$ cat config.mk
export PLATFORM = sky130hd
export DESIGN_NAME = needle_sched
export DESIGN_NICKNAME = d
export VERILOG_FILES = /design/src/rtl/scr_pkg.sv /design/src/rtl/rr_arb.sv /design/src/rtl/needle_sched.sv
export SDC_FILE = /design/constraint.sdc
export NUM_CORES = 1
export LEC_CHECK = 0
export ABC_AREA = 0
export BUFFER_PORTS_ARGS = -buffer_cell sky130_fd_sc_hd__buf_2
export CAP_MARGIN = 20
export CORE_MARGIN = 1.5
export CORE_UTILIZATION = 50
export CTS_BUF_LIST = sky130_fd_sc_hd__clkbuf_4 sky130_fd_sc_hd__clkbuf_8 sky130_fd_sc_hd__clkbuf_16
export DETAILED_ROUTE_END_ITERATION = 8
export PLACE_DENSITY = 0.8
export REMOVE_ABC_BUFFERS = 1
export SYNTH_ARGS = -nofsm -noshare
export SYNTH_HDL_FRONTEND = slang
export SYNTH_SLANG_ARGS = --single-unit
export TNS_END_PERCENT = 50
$ cat constraint.sdc
create_clock -name clk -period 4.8 [get_ports clk]
set_input_delay 0.96 -clock clk [delete_from_list [all_inputs] [get_ports clk]]
set_output_delay 0.96 -clock clk [all_outputs]
set_load 0.01 [all_outputs]
$ cat src/rtl/scr_pkg.sv
// Shared definitions for the needle scheduler: parameter defaults, field
// widths and the scheduler FSM state encoding.
package scr_pkg;
    localparam int N_ND_DEF    = 6;    // needle slots
    localparam int N_STRIP_DEF = 4;    // lanes
    localparam int X_SPAWN_DEF = 630;  // x of a freshly spawned needle
    localparam int X_WALL_DEF  = 50;   // at or below this x a needle retires
    localparam int MIN_GAP_DEF = 120;  // same-lane spacing before a respawn

    localparam int XW = 10;            // x coordinate width
    localparam int YW = 2;             // lane index width
    localparam int HW = 10;            // height width

    typedef enum logic [1:0] {
        S_IDLE,
        S_WAIT,
        S_MOVE,
        S_ARB
    } state_e;
endpackage

$ cat src/rtl/rr_arb.sv
// Round-robin arbiter. Grants the first requester at or after the pointer.
// The pointer moves to granted lane + 1 only when advance_i is set.
// Ports:
//   clk, rst   - clock, synchronous active-high reset (pointer -> 0)
//   req_i      - per-lane requests
//   advance_i  - commit the current grant and move the pointer
//   gnt_o      - one-hot grant (all zero when nothing is requested)
module rr_arb #(
    parameter int N = 4
) (
    input  logic         clk,
    input  logic         rst,
    input  logic [N-1:0] req_i,
    input  logic         advance_i,
    output logic [N-1:0] gnt_o
);
    localparam int PW = (N > 1) ? $clog2(N) : 1;

    logic [PW-1:0] ptr_q, ptr_d;
    logic          found;
    int            idx;

    always_comb begin
        gnt_o = '0;
        ptr_d = ptr_q;
        found = 1'b0;
        idx   = 0;
        for (int i = 0; i < N; i++) begin
            // walk lanes starting at the pointer, wrapping at N
            idx = int'(ptr_q) + i;
            if (idx >= N) idx = idx - N;
            if (!found && req_i[idx]) begin
                found      = 1'b1;
                gnt_o[idx] = 1'b1;
                ptr_d      = (idx == N - 1) ? '0 : PW'(idx + 1);
            end
        end
        if (!advance_i) ptr_d = ptr_q;
    end

    always_ff @(posedge clk) begin
        if (rst) ptr_q <= '0;
        else     ptr_q <= ptr_d;
    end
endmodule

$ cat src/rtl/needle_sched.sv
// Needle scheduler: once per frame moves every active needle toward the wall,
// retires the ones that reach it, then spawns at most one new needle in a
// lane chosen round-robin among eligible requesters.
// Ports:
//   clk, rst     - clock, synchronous active-high reset
//   i_frame      - one-cycle frame pulse
//   i_run        - game in play; low forces IDLE and clears all slots
//   i_spawn_req  - per-lane spawn request (level, held until acked)
//   i_height     - per-lane height captured at spawn
//   i_speed      - pixels moved per frame
//   o_spawn_ack  - one-cycle per-lane grant, valid in the ARB cycle
//   nd_x/y/height- per-slot registered needle state (x = 0 means empty)
//   o_pass       - pulses in MOVE when any needle retired
//   o_full       - every slot occupied
//   o_overrun    - sticky: a frame pulse arrived outside WAIT
module needle_sched
    import scr_pkg::*;
#(
    parameter int N_ND    = N_ND_DEF,
    parameter int N_STRIP = N_STRIP_DEF,
    parameter int X_SPAWN = X_SPAWN_DEF,
    parameter int X_WALL  = X_WALL_DEF,
    parameter int MIN_GAP = MIN_GAP_DEF
) (
    input  logic                         clk,
    input  logic                         rst,
    input  logic                         i_frame,
    input  logic                         i_run,
    input  logic [N_STRIP-1:0]           i_spawn_req,
    input  logic [N_STRIP-1:0][HW-1:0]   i_height,
    input  logic [2:0]                   i_speed,
    output logic [N_STRIP-1:0]           o_spawn_ack,
    output logic [N_ND-1:0][XW-1:0]      nd_x,
    output logic [N_ND-1:0][YW-1:0]      nd_y,
    output logic [N_ND-1:0][HW-1:0]      nd_height,
    output logic                         o_pass,
    output logic                         o_full,
    output logic                         o_overrun
);
    localparam logic [XW-1:0] SPAWN_X = XW'(X_SPAWN);
    localparam logic [XW-1:0] GAP_X   = XW'(X_SPAWN - MIN_GAP);
    localparam logic [XW-1:0] WALL_X  = XW'(X_WALL);

    state_e                  state_q, state_d;
    logic [N_ND-1:0][XW-1:0] x_q, x_d;
    logic [N_ND-1:0][YW-1:0] y_q, y_d;
    logic [N_ND-1:0][HW-1:0] h_q, h_d;
    logic                    ovr_q, ovr_d;

    logic [N_ND-1:0]         occ, free_oh;
    logic                    free_found;
    logic [N_STRIP-1:0]      elig, gnt;
    logic                    advance, pass;
    logic [XW-1:0]           wall_lim;
    logic [YW-1:0]           spawn_y;
    logic [HW-1:0]           spawn_h;

    // occupancy, lowest empty slot, and per-lane eligibility (gap rule)
    always_comb begin
        occ        = '0;
        free_oh    = '0;
        free_found = 1'b0;
        elig       = i_spawn_req;
        for (int s = 0; s < N_ND; s++) begin
            occ[s] = (x_q[s] != '0);
            if (!occ[s] && !free_found) begin
                free_found = 1'b1;
                free_oh[s] = 1'b1;
            end
        end
        for (int l = 0; l < N_STRIP; l++)
            for (int s = 0; s < N_ND; s++)
                if (occ[s] && y_q[s] == YW'(l) && x_q[s] > GAP_X) elig[l] = 1'b0;
    end

    assign o_full  = &occ;
    assign advance = (state_q == S_ARB) && i_run && !o_full && (|elig);

    rr_arb #(.N(N_STRIP)) u_arb (
        .clk       (clk),
        .rst       (rst),
        .req_i     (elig),
        .advance_i (advance),
        .gnt_o     (gnt)
    );

    always_comb begin
        spawn_y = '0;
        spawn_h = '0;
        for (int l = 0; l < N_STRIP; l++)
            if (gnt[l]) begin
                spawn_y = YW'(l);
                spawn_h = i_height[l];
            end
    end

    // retire threshold; X_WALL + 7 never overflows 10 bits
    assign wall_lim = WALL_X + XW'(i_speed);

    always_comb begin
        state_d = state_q;
        x_d     = x_q;
        y_d     = y_q;
        h_d     = h_q;
        ovr_d   = ovr_q | (i_frame && state_q != S_WAIT);
        pass    = 1'b0;
        case (state_q)
            S_IDLE: if (i_run) state_d = S_WAIT;
            S_WAIT: if (i_frame) state_d = S_MOVE;
            S_MOVE: begin
                state_d = S_ARB;
                for (int s = 0; s < N_ND; s++)
                    if (occ[s]) begin
                        if (x_q[s] <= wall_lim) begin
                            x_d[s] = '0;
                            pass   = 1'b1;
                        end else begin
                            x_d[s] = x_q[s] - XW'(i_speed);
                        end
                    end
            end
            S_ARB: begin
                state_d = S_WAIT;
                if (advance)
                    for (int s = 0; s < N_ND; s++)
                        if (free_oh[s]) begin
                            x_d[s] = SPAWN_X;
                            y_d[s] = spawn_y;
                            h_d[s] = spawn_h;
                        end
            end
            default: state_d = S_IDLE;
        endcase
        if (!i_run) begin
            state_d = S_IDLE;
            x_d     = '0;
            y_d     = '0;
            h_d     = '0;
            pass    = 1'b0;
        end
    end

    always_ff @(posedge clk) begin
        if (rst) begin
            state_q <= S_IDLE;
            x_q     <= '0;
            y_q     <= '0;
            h_q     <= '0;
            ovr_q   <= 1'b0;
        end else begin
            state_q <= state_d;
            x_q     <= x_d;
            y_q     <= y_d;
            h_q     <= h_d;
            ovr_q   <= ovr_d;
        end
    end

    assign nd_x        = x_q;
    assign nd_y        = y_q;
    assign nd_height   = h_q;
    assign o_overrun   = ovr_q;
    assign o_pass      = pass;
    assign o_spawn_ack = advance ? gnt : '0;
endmodule

==> impl_metrics.json <==
{
  "synth_cell_types": 79,
  "ys_ff_latch": 137,
  "overflow": 0,
  "grt_usage": 0.304,
  "first_iter_violations": 909,
  "p_int_mw": 2.27,
  "synth_edf_count": 0,
  "grt_pass1_vias": 8452,
  "antenna_found_initial": 0,
  "area_growth_pct": 22.7,
  "cts_inserted_buffers": 17,
  "cts_max_level": 4,
  "avgSynthCellArea_um2": 8.23,
  "wl_per_cell_um": 18.9,
  "p_per_area_nw_per_um2": 285,
  "finalNetCount": 1315,
  "setup_viol": 0,
  "max_freq_mhz": 214,
  "p_leak_nw": 4.45,
  "period_minus_slack_ps": 4670,
  "final_antenna_net_count": 0,
  "met1_usage": 0.387,
  "rsz0062_at_grt": "false",
  "outcome": "finished clean",
  "crit_path_end_kind": "output port",
  "first_pass_iters": 5,
  "dieHeight_um": 133,
  "worstHoldEndpoint": "o_overrun$_SDFF_PP0_",
  "ir_drop_mv": 0.272,
  "vias": 9126,
  "top_usage_layer": "met2",
  "grt_max_degree": 62,
  "reg2reg_from": "nd_x[33]$_SDFFE_PP0P_",
  "cts.sinks": 137,
  "gp_congestion": 0.960,
  "pwr-share-seq": 0.386,
  "cts_root_buf": "clkbuf_16",
  "wl_um": 27200,
  "path_class": "reg -> out",
  "dp_hpwl_um": 19600,
  "seqCellArea_um2": 2740,
  "avgViaCountPerCell": 6.32,
  "tightest_slew_ps": 1160,
  "cp-start-kind": "register",
  "fillers": 1449,
  "fin_tns_setup_ps": 0,
  "swShare": 0.234,
  "ctsHoldBuffers": 0,
  "drive_above_1_share": 0.232,
  "p_sw_mw": 0.692,
  "ctsLongestPathBuffers": 2,
  "num_io_pins": 190,
  "grt_pass1_wl_um": 43300,
  "io_buffers": 189,
  "ys.flop_type": "dfxtp_1",
  "min_path_cells": 2,
  "multi_input_area_um2": 5420,
  "maxSlewHeadroom": 0.229,
  "placed_area_um2": 9660,
  "post-place-ws_ps": 346,
  "synth_warnings": 0,
  "fin_ws_ps": 133,
  "rrSetupSlack_ps": 550,
  "rows": 47,
  "core-area_um2": 16600,
  "async_flop_share": 0,
  "hold_path.class": "reg -> reg",
  "critical_path_required_ps": 3840,
  "synthesis.area_um2": 8480,
  "ff2ff_path_depth": 11,
  "path_clk_slew_ps": 60,
  "path_max_fanout": 7,
  "die_area_um2": 17800,
  "post_cts.repair.setup_buffers": 0,
  "post-route-drc-count": 0,
  "die_width_um": 133,
  "cts_tree": "done",
  "fin_crit_sh": 0.972,
  "p_clk_frac": 0.528,
  "gr-usage-met3": 0.0738,
  "cts_resized": 0,
  "hold_viol_final": 0,
  "stdcell_area_um2": 10400,
  "comb_power_share": 0.086,
  "arrival_ps": 3710,
  "drv_slew": 0,
  "rr_endpoint": "nd_height[45]$_SDFFE_PP0P_",
  "n_antenna_cell": 0,
  "start_util": 0.511,
  "max_cap_viol_count": 0,
  "clkLatencyLatePin_ps": 430,
  "hold_start": "o_overrun$_SDFF_PP0_",
  "seq_area_frac_synth": 0.323,
  "gr-usage-met2": 0.480,
  "syn_inst": 1031,
  "skew_ps": 10.1
}
-- layer usage --
metal  vias up  share of wire  wire length (um)
met5         -              0                 0
met4         0          0.039              1050
met3        89          0.098              2660
met2       557           0.45             12400
met1      4241           0.41             11100
li1       4239              -                 -
-- power groups by stage --
stage	registers, mW	logic (mW)	clock network [mW]
4_1_cts	1.14	0.250	1.57
6_report	1.14	0.256	1.56
3_5_place_dp	1.17	0.247	0
2_1_floorplan	1.17	0.159	0
5_1_grt	1.14	0.279	1.62
3_3_place_gp	1.17	0.243	0
-- final cells by class --
cell class	instances	area share
well taps	220	0.0264
flip-flops and latches	137	0.264
clock buffers	18	0.0416
multi-input cells	803	0.521
inverters	41	0.0148
clock inverters	14	0.0255
repair buffers	210	0.107
-- worst max path at each step --
stage                                from                    end  slack, ps  cells after the start
CTS                 nd_x[41]$_SDFFE_PP0P_         o_spawn_ack[3]        110                     10
global placement               i_speed[1]                 o_pass        460                      9
finish              nd_x[33]$_SDFFE_PP0P_         o_spawn_ack[1]        130                     10
detailed placement             i_speed[1]                 o_pass        350                      9
floorplan                  i_spawn_req[0]  nd_x[58]$_SDFFE_PP0P_        560                     11
global route        nd_x[33]$_SDFFE_PP0P_         o_spawn_ack[3]         10                     10
-- cells in the mapped netlist (4+ instances only) --
library cell	instances	share of area
a211oi_1	27	0.024
a21o_1	16	0.014
a21oi_1	66	0.039
a221oi_1	4	0.0041
a221oi_4	10	0.031
a22oi_1	9	0.0080
a31oi_1	62	0.046
a32oi_1	4	0.0041
and2_1	9	0.0066
and3_1	20	0.015
and4_1	9	0.0093
and4b_1	9	0.011
clkbuf_1	44	0.019
dfxtp_1	137	0.32
fa_1	12	0.028
ha_1	42	0.062
inv_1	40	0.018
nand2_1	51	0.023
nand2b_1	10	0.0074
nand3_1	24	0.014
nand3b_1	6	0.0053
nand4_1	10	0.0074
nor2_1	117	0.052
nor2b_1	14	0.010
nor3_1	34	0.020
nor3b_1	4	0.0035
nor4_1	23	0.017
o211ai_1	4	0.0035
o21ai_0	116	0.068
o31a_1	5	0.0052
o31ai_1	7	0.0062
or3_1	6	0.0044
or4_1	4	0.0035
xnor2_1	5	0.0052
-- state kept, by name, summed over array words and instances (netlist names) --
name	flops
nd_height	60
state_q	2
nd_x	60
u_arb.ptr_q	2
nd_y	12
o_overrun	1
-- through the flow --
step	hold slack [ps]	utilization	std cells	total power, mW
global route	523	0.628	1443	3.04
detailed placement	464	0.583	1410	1.41
global placement	451	0.583	1410	1.41
finish	470	0.628	1443	2.96
CTS	478	0.625	1442	2.96
floorplan	502	-	981	1.33
-- worst max-delay path, cell delays in order, from the launching register on --
cell and delay [ps]:
dfxtp_1 480, nand4_1 260, nor4_1 630, nor4b_1 150, nand3_1 230, nor3_1 130
o31ai_4 340, mux2_2 390, a221oi_2 430, nor2_1 70, buf_2 150
-- kinds of logic after synthesis --
| logic type | count (synthesis) | share of synthesized area |
|---|---|---|
| AND/OR/NAND/NOR | 374 | 0.238 |
| AO/OA/AOI/OAI | 364 | 0.294 |
| flip-flops | 137 | 0.323 |
| buffers and inverters | 91 | 0.0425 |
| adder cells (fa/ha/maj) | 54 | 0.0903 |
| XOR/XNOR | 8 | 0.00826 |
| multiplexers | 3 | 0.00369 |
-- cells in the final DEF (no fill, tap or decap), drive strengths merged, types with 9 or more instances in the layout --
master	netlist	routed
buf	6	210
dfxtp	137	137
o21ai	119	119
nor2	118	118
a21oi	66	66
a31oi	62	62
nand2	53	53
inv	40	43
ha	42	42
nor3	35	35
a211oi	29	29
nor4	26	26
nand3	24	24
and3	21	21
clkbuf	44	18
a21o	16	16
a221oi	15	15
nor2b	14	14
fa	12	12
nand4	11	11
nand2b	10	10
and4	9	9
and2	9	9
and4b	9	9
a22oi	9	9
o31ai	9	9
(Power assumes the default switching activity.)
